### config.mk
export PLATFORM = sky130hd
export DESIGN_NAME = ffa_cmd_sequencer
export DESIGN_NICKNAME = d
export VERILOG_FILES = /design/src/rtl/ffa_cmd_sequencer.sv
export SDC_FILE = /design/constraint.sdc
export NUM_CORES = 1
export LEC_CHECK = 0
export CAP_MARGIN = 30
export CORE_ASPECT_RATIO = 1.2
export CORE_MARGIN = 1
export CORE_UTILIZATION = 50
export CTS_CLUSTER_DIAMETER = 200
export DETAILED_ROUTE_END_ITERATION = 16
export PLACE_DENSITY = 0.8
export RECOVER_POWER = 25
export SLEW_MARGIN = 20
export SYNTH_ARGS = -nofsm -noshare
export SYNTH_HDL_FRONTEND = slang
export SYNTH_SLANG_ARGS = --single-unit
### constraint.sdc
create_clock -name clock -period 2.6 [get_ports clock]
set_clock_uncertainty 0.05 [all_clocks]
set_input_delay 0.52 -clock clock [delete_from_list [all_inputs] [get_ports clock]]
set_output_delay 0.52 -clock clock [all_outputs]
set_load 0.02 [all_outputs]
### src/rtl/ffa_cmd_sequencer.sv
// Command FIFO and issue sequencer in front of the GF(2^8) FFA unit.
// Optional zero-operand short-circuit: define FFA_SEQ_ZERO_CHECK_EN.
module ffa_cmd_sequencer #(
  parameter int DEPTH       = 4,
  parameter int TAG_W       = 4,
  parameter int INV_TIMEOUT = 16
) (
  input  logic             clock,
  input  logic             reset,
  input  logic             cmd_valid,
  output logic             cmd_ready,
  input  logic [2:0]       cmd_op,
  input  logic [7:0]       cmd_a,
  input  logic [7:0]       cmd_b,
  input  logic [TAG_W-1:0] cmd_tag,
  output logic             res_valid,
  input  logic             res_ready,
  output logic [7:0]       res_data,
  output logic [TAG_W-1:0] res_tag,
  output logic             res_err,
  output logic [7:0]       ffa_operA,
  output logic [7:0]       ffa_operB,
  output logic [2:0]       ffa_op_sel,
  input  logic             ffa_busy,
  input  logic [7:0]       ffa_result
);

  localparam int AW = (DEPTH > 1) ? $clog2(DEPTH) : 1;
  localparam int CW = $clog2(INV_TIMEOUT + 1);
  localparam logic [AW:0] FULL = (AW+1)'(DEPTH);
  localparam logic [CW-1:0] TMO_LAST = CW'(INV_TIMEOUT - 1);

  typedef struct packed {
    logic [2:0]       op;
    logic [7:0]       a;
    logic [7:0]       b;
    logic [TAG_W-1:0] tag;
  } cmd_t;

  typedef enum logic [1:0] {
    IDLE,
    ISSUE,
    WAIT_INV
  } state_t;

  cmd_t             mem [DEPTH];
  cmd_t             head;
  logic [AW-1:0]    wr_ptr;
  logic [AW-1:0]    rd_ptr;
  logic [AW:0]      count;
  logic [AW:0]      count_nxt;
  state_t           state;
  logic [CW-1:0]    tmo;
  logic [TAG_W-1:0] cur_tag;
  logic             cur_zero;
  logic             push;
  logic             pop;
  logic             zero_hit;
  logic [2:0]       op_norm;

  assign push    = cmd_valid && cmd_ready;
  assign head    = mem[rd_ptr];
  assign pop     = (state == IDLE) && (count != '0)
                && (!res_valid || res_ready);
  assign op_norm = (head.op > 3'd4) ? 3'd0 : head.op;

`ifdef FFA_SEQ_ZERO_CHECK_EN
  assign zero_hit = ((op_norm == 3'd3) && (head.b == 8'd0))
                 || ((op_norm == 3'd4) && (head.a == 8'd0));
`else
  assign zero_hit = 1'b0;
`endif

  always_comb begin
    count_nxt = count;
    if (push && !pop)
      count_nxt = count + 1'b1;
    else if (pop && !push)
      count_nxt = count - 1'b1;
  end

  always_ff @(posedge clock) begin
    if (push)
      mem[wr_ptr] <= {cmd_op, cmd_a, cmd_b, cmd_tag};
  end

  always_ff @(posedge clock or negedge reset) begin
    if (!reset) begin
      wr_ptr    <= '0;
      rd_ptr    <= '0;
      count     <= '0;
      cmd_ready <= 1'b1;
    end else begin
      if (push)
        wr_ptr <= wr_ptr + 1'b1;
      if (pop)
        rd_ptr <= rd_ptr + 1'b1;
      count     <= count_nxt;
      cmd_ready <= (count_nxt < FULL);
    end
  end

  always_ff @(posedge clock or negedge reset) begin
    if (!reset) begin
      state      <= IDLE;
      tmo        <= '0;
      cur_tag    <= '0;
      cur_zero   <= 1'b0;
      ffa_operA  <= 8'd0;
      ffa_operB  <= 8'd0;
      ffa_op_sel <= 3'd0;
      res_valid  <= 1'b0;
      res_data   <= 8'd0;
      res_tag    <= '0;
      res_err    <= 1'b0;
    end else begin
      if (res_valid && res_ready)
        res_valid <= 1'b0;
      unique case (state)
        IDLE: begin
          if (pop) begin
            cur_tag  <= head.tag;
            cur_zero <= zero_hit;
            state    <= ISSUE;
            if (!zero_hit) begin
              ffa_operA  <= head.a;
              ffa_operB  <= head.b;
              ffa_op_sel <= op_norm;
            end
          end
        end
        ISSUE: begin
          if (cur_zero) begin
            res_data  <= 8'd0;
            res_err   <= 1'b1;
            res_tag   <= cur_tag;
            res_valid <= 1'b1;
            state     <= IDLE;
          end else if (ffa_op_sel == 3'd4) begin
            tmo   <= '0;
            state <= WAIT_INV;
          end else begin
            res_data   <= ffa_result;
            res_err    <= 1'b0;
            res_tag    <= cur_tag;
            res_valid  <= 1'b1;
            ffa_operA  <= 8'd0;
            ffa_operB  <= 8'd0;
            ffa_op_sel <= 3'd0;
            state      <= IDLE;
          end
        end
        WAIT_INV: begin
          tmo <= tmo + 1'b1;
          if (!ffa_busy || (tmo == TMO_LAST)) begin
            // busy still high on the last allowed cycle means abort
            res_data   <= ffa_busy ? 8'd0 : ffa_result;
            res_err    <= ffa_busy;
            res_tag    <= cur_tag;
            res_valid  <= 1'b1;
            ffa_operA  <= 8'd0;
            ffa_operB  <= 8'd0;
            ffa_op_sel <= 3'd0;
            state      <= IDLE;
          end
        end
        default: state <= IDLE;
      endcase
    end
  end

endmodule
**Yosys cells after proc, flatten, opt, wreduce, memory -nomap -nowiden**

Memory sizes are Yosys's and may differ from the RTL's.
Cells that the tools add are included.

- Flip-flop bits (word level): 52
- Memories kept: 1
- Logic and storage cells: 86
- Memory bits (writable): 92
- Output and inout port bits: 34
- Input port bits: 36

- Muxes and demuxes: 35
- Reduce and logical (&&, ||, !) cells: 21
- Order comparisons: 2
- $add $sub $neg: 5
- Eq/ne operators: 8

Memories:

| memory | words | width | read ports | clocked after Yosys merged registers in | wr ports | RTL line | RTL |
|---|---|---|---|---|---|---|---|
| mem | 4 | 23 | 1 | 0 | 1 | 46 | `cmd_t mem [DEPTH];` |

Operators with widths:

| kind | number |
|---|---|
| 8-bit two-way mux | 7 |
| 8-bit one-hot mux with 3 select lines | 2 |
| 3-bit two-way mux | 6 |
| 8-bit one-hot mux with 2 select lines | 1 |
| 5-bit one-hot mux with 2 select lines | 1 |
| 3-bit one-hot mux with 3 select lines | 1 |
| 4-bit two-way mux | 2 |
| 2-bit inequality test (second input constant) | 4 |
| 4-bit one-hot mux with 2 select lines | 1 |
| 1-bit two-way mux | 7 |
| 1-bit logical AND | 6 |
| 2-bit two-way mux | 3 |
| 2-bit one-hot mux with 3 select lines | 1 |
| 2-bit AND reduction | 3 |
| 3-bit nonzero test | 2 |
| 5-bit by 1-bit adder with 5-bit output (second input constant) | 1 |
| 5-bit by 4-bit == test with 1-bit output (second input constant) | 1 |
| 5-bit two-way mux | 1 |
| 2-bit by 1-bit adder with 2-bit output (second input constant) | 2 |
| 1-bit zero test | 4 |
| 1-bit one-hot mux with 2 select lines | 2 |
| 4-bit AND reduction | 1 |
| 3-bit by 1-bit adder with 3-bit output (second input constant) | 1 |
| 3-bit == test (second input constant) | 1 |
| 9 further kinds | 10 |

**Longest topological paths before layout**

- Word-level depth: 7
- Gate-level depth with buffers: 11
- Gate-level depth less buffers: 11

**Worst setup path after synthesis**

No wires, ideal clock.

- Path kind: register -> register
- Start: register tmo[0]
- End: register ffa_op_sel[0]
- Period minus slack after synthesis: 2167 ps
- Path slack: 433 ps
- Setup time: 125 ps
- Required time: 2425 ps
- Buffers on the path: 2
- Data arrival time: 1992 ps
- Stages on the path, launching flop included: 10
- Cells stage by stage: dfrtp_1 ha_1 and3_1 ha_1 and3b_2 nor2_1 and3b_1 buf_6 buf_12 mux2_4

- Cells in the longest elaborated chain, start to end: 4

Ends and longest elaborated chain:

| item | RTL line | RTL |
|---|---|---|
| start, declared | 53 | `logic [CW-1:0] tmo;` |
| start signal, assigned | 154 | `tmo <= tmo + 1'b1;` |
| 5-bit by 4-bit == test with 1-bit output | 155 | `if (!ffa_busy \|\| (tmo == TMO_LAST)) begin` |
| 1-bit logical OR | 155 |  |
| 2-bit inequality test (no line) | -- |  |
| 4-bit AND reduction (no line) | -- |  |
| end signal, assigned | 128 | `ffa_op_sel <= op_norm;` |
| end, declared | 23 | `output logic [2:0] ffa_op_sel,` |

Every way passes these cells.
A chain may end at the register's enable or synchronous reset.

**Final worst setup path**

- Start: register tmo[0]
- End: register ffa_operA[4]

- Cells in the longest elaborated chain, start to end: 4

Ends and longest elaborated chain:

| item | RTL line | RTL |
|---|---|---|
| 5-bit by 4-bit == test with 1-bit output | 155 |  |
| 1-bit logical OR | 155 |  |
| 2-bit inequality test (no line) | -- |  |
| 4-bit AND reduction (no line) | -- |  |
| end signal, assigned | 126 | `ffa_operA <= head.a;` |
| end, declared | 21 | `output logic [7:0] ffa_operA,` |

Every way passes these cells.

==> flow_summary_export.csv <==
group,metric,value,unit
timing,slew_viol_final,0,
cts,ctsHoldBuffers,0,
pwr,power.internal,6120,uW
timing,min_period_over_period,87.4,%
place,place_area,0.00681,mm^2
pwr,leakage,0.00281,uW
cts,cts.repair.resized,0,
worst_setup_path,crit_end,"ffa_operA[4]",
cts,path_clk_slew,0.06,ns
cts,cts_tree,"done",
yosys,synth_nets,395,
pwr,power_frac_seq,38.2,%
layout,nNetsFinal,483,
worst_setup_path,crit_top_cell,"ha_1",
global_route,track_usage,19.7,%
drt,wire_per_inst,18.3,um
pwr,sw_frac_of_total,31.8,%
floorplanning,io_pins,70,
worst_setup_path,required,2.83,ns
floorplanning,rows,43,
yosys,yosysMostFrequentCell,"edfxtp_1",
timing,fmaxAchievable,440,MHz
layout,final_area,0.00734,mm^2
worst_setup_path,critical-path-max-stage-delay,0.39,ns
cts,cts.path.max_buffers,2,
timing,setup_tns,0,ns
worst_setup_path,crit_type,"flop to flop",
worst_setup_path,startpoint,"tmo[0]",
pwr,power_density,1220,mW/mm^2
timing,post-route-min-period,2.27,ns
place,dpl.hpwl,6.81,mm
yosys,yosysSeqAreaShare,68.9,%
global_route,grt_pass1_wl,17.4,mm
global_route,grt_use_met1,22.9,%
worst_setup_path,worstRegToRegCells,8,
global_route,grt-busiest-layer,"met2",
worst_setup_path,crit_chain,"ha_1 -> and3_1 -> ha_1 -> and3b_2 -> nor2_1 -> and3b_1 -> buf_12 -> mux2_2",
yosys,synth-warning-count,0,
drt,drtAntennaViolNets,0,
layout,layout-drive-gt1-share,23.1,%
worst_setup_path,r2r_slack,0.33,ns
drt,viasPerCell,5.31,
global_route,grt_pass1_vias,3427,
drt,drt_first_pass_iters,4,
cts,cts_sinks,144,
yosys,synth_ff_type,"edfxtp_1",
floorplanning,die_w,101,um
worst_hold_path,hp-class,"primary input to asynchronous set/reset pin",
global_route,grt_overflow_total,0,
job,drv_cap,0,
cts,cts_root_buf,"clkbuf_16",
yosys,synth_common_cells,"92 x edfxtp_1, 51 x dfrtp_1, 23 x mux4_2",
floorplanning,start_util,51.2,%
drt,routed_wl,11.0,mm
place,port-buffer-count,69,
timing,grt_setup_unrepaired,"false",
drt,drc,0,
pwr,clockPowerShare,24.6,%
pwr,power.net_switching,2860,uW
floorplanning,fp.dieH,121,um
yosys,synthCells,344,
timing,relSlewSlack,12.0,%
worst_setup_path,cp-end-kind,"flop",
yosys,synth-edff-count,92,
global_route,grt_max_degree,53,
cts,cts_inserted_buffers,17,
worst_setup_path,r2r_start,"tmo[0]",
drt,routed-via-count,3194,
layout,final_util,63.8,%
yosys,async_reset_ff_share,36.1,%
outcome,status,"complete, no violations",
yosys,synth_cell_types,40,
yosys,ys_seq_elements,144,
floorplanning,core-area,0.0115,mm^2
layout,insertedDiodeCount,0,
yosys,netlist.area_leader.share,46.8,%
yosys,yosys-top-cells-area,"edfxtp_1 47%, dfrtp_1 22%, mux4_2 8.8%",
cts,cts_htree_levels,4,
place,routabilityCongestion,0.704,
worst_setup_path,rr_endpoint,"ffa_operA[4]",
pwr,power_frac_comb,37.2,%
timing,hold_viol,0,
layout,fill_cells,837,
floorplanning,dieArea,0.0122,mm^2
worst_setup_path,cp_slowest_cell,"dfrtp_1",
timing,max_slew.worst_pin.slew,1.32,ns
global_route,grtUsageMet2,34.1,%
timing,setup_viol,0,
drt,drtIter0Drc,124,
global_route,met3_usage,4.55,%
cts,worstSkewPairLatency,0.40,ns
cts,cts_setup_buffers,0,
global_route,antenna_found_initial,0,
layout,areaGrowthSynthToFinish,24.5,%
worst_setup_path,worst-path-max-fanout,19,
yosys,synth.cell_area,0.00590,mm^2
yosys,synth_area_per_cell,17.2,um^2
pwr,vdd.ir_drop.worst,0.496,mV
worst_setup_path,cp-start-kind,"flop",
yosys,yosysTopAreaCell,"edfxtp_1",
worst_setup_path,worstPathArrival,2.50,ns
power groups by stage:
stage | clock network [uW] | logic, uW | registers, uW
after global placement | 0 | 3210 | 3430
after global routing | 2330 | 3610 | 3490
after detailed placement | 0 | 3340 | 3460
after floorplan | 0 | 2150 | 3560
after CTS | 2250 | 3390 | 3440
final | 2210 | 3340 | 3430
worst min-delay path by stage:
stage	start	endpoint	slack, ns
3_3_place_gp	tmo[4]	tmo[4]	0.41
2_1_floorplan	reset	count[0]	0.17
4_1_cts	reset	wr_ptr[1]	0.05
3_5_place_dp	tmo[4]	tmo[4]	0.43
6_report	reset	wr_ptr[1]	0.43
5_1_grt	tmo[4]	tmo[4]	0.46
critical path, delay by kind of cell, from the launching register on:
family                     cells  cell delay [ns]
muxes                          1             0.35
adders and majority gates      2             0.39
and+or+nand+nor                4             0.77
DFF                            1             0.39
buffers and inverters          1             0.20
flip-flops by register name (all words and copies together), names as in the netlist:
register,cells
cmd_ready,1
count,3
cur_tag,4
ffa_op_sel,3
ffa_operA,8
ffa_operB,8
mem,92
rd_ptr,2
res_data,8
res_err,1
res_tag,4
res_valid,1
state,2
tmo,5
wr_ptr,2
stage by stage:
stage / std cells / power (uW) / setup slack, ns / hold WS, ns
final: 602 / 8980 / 0.328 / 0.430
after global routing: 602 / 9440 / 0.139 / 0.456
after CTS: 602 / 9070 / 0.302 / 0.0538
after detailed placement: 570 / 6800 / 0.268 / 0.426
after global placement: 570 / 6640 / 0.314 / 0.414
after floorplan: 344 / 5710 / 0.433 / 0.174
layout make-up:
cell class	count	area (um^2)	share of cell area, %
Timing Repair Buffer	83	801	10.9
Tap cell	157	196	2.67
Multi-Input combinational cell	167	1660	22.6
Inverter	19	71.3	0.971
Sequential cell	144	4070	55.4
Clock buffer	18	429	5.84
Clock inverter	14	119	1.62
layout by cell type, fill, tap and decap left out, types with 2 or more instances in the layout:
cell and instances:
xnor2_1 3, xor2_1 2, clkdlybuf4s50_1 61, mux4_2 23, clkbuf_16 17, clkinv_1 2, edfxtp_1 92, nand2_1 12
clkinvlp_4 4, a21oi_1 5, nor2b_1 18, nor2_1 9, nor3b_1 4, dfrtp_1 50, and3_1 5, o21ai_0 15
mux2_4 10, ha_1 15, nand3_1 10, mux2_2 19, clkinv_2 4, dlygate4sd3_1 7, buf_4 12, clkinv_4 3
inv_1 18
layer usage:
| layer | share of wire (%) | routed length, um |
|---|---|---|
| met1 | 40 | 4450 |
| met5 | 0 | 0 |
| met4 | 1.9 | 208 |
| met3 | 3.3 | 362 |
| met2 | 55 | 6020 |
logic make-up (layout without fill, tap and decap cells):
group | count (synthesis) | in the layout | synth area share (%)
muxes | 53 | 53 | 15.1
xor gates and xnor gates | 5 | 5 | 0.742
AOI/OAI and AO/OA | 28 | 28 | 2.74
and+or+nand+nor | 66 | 66 | 6.30
adders and majority gates | 15 | 15 | 3.18
DFF | 144 | 144 | 68.9
buffers and inverters | 33 | 134 | 3.03
No activity file was read; power rests on OpenSTA's default activity.
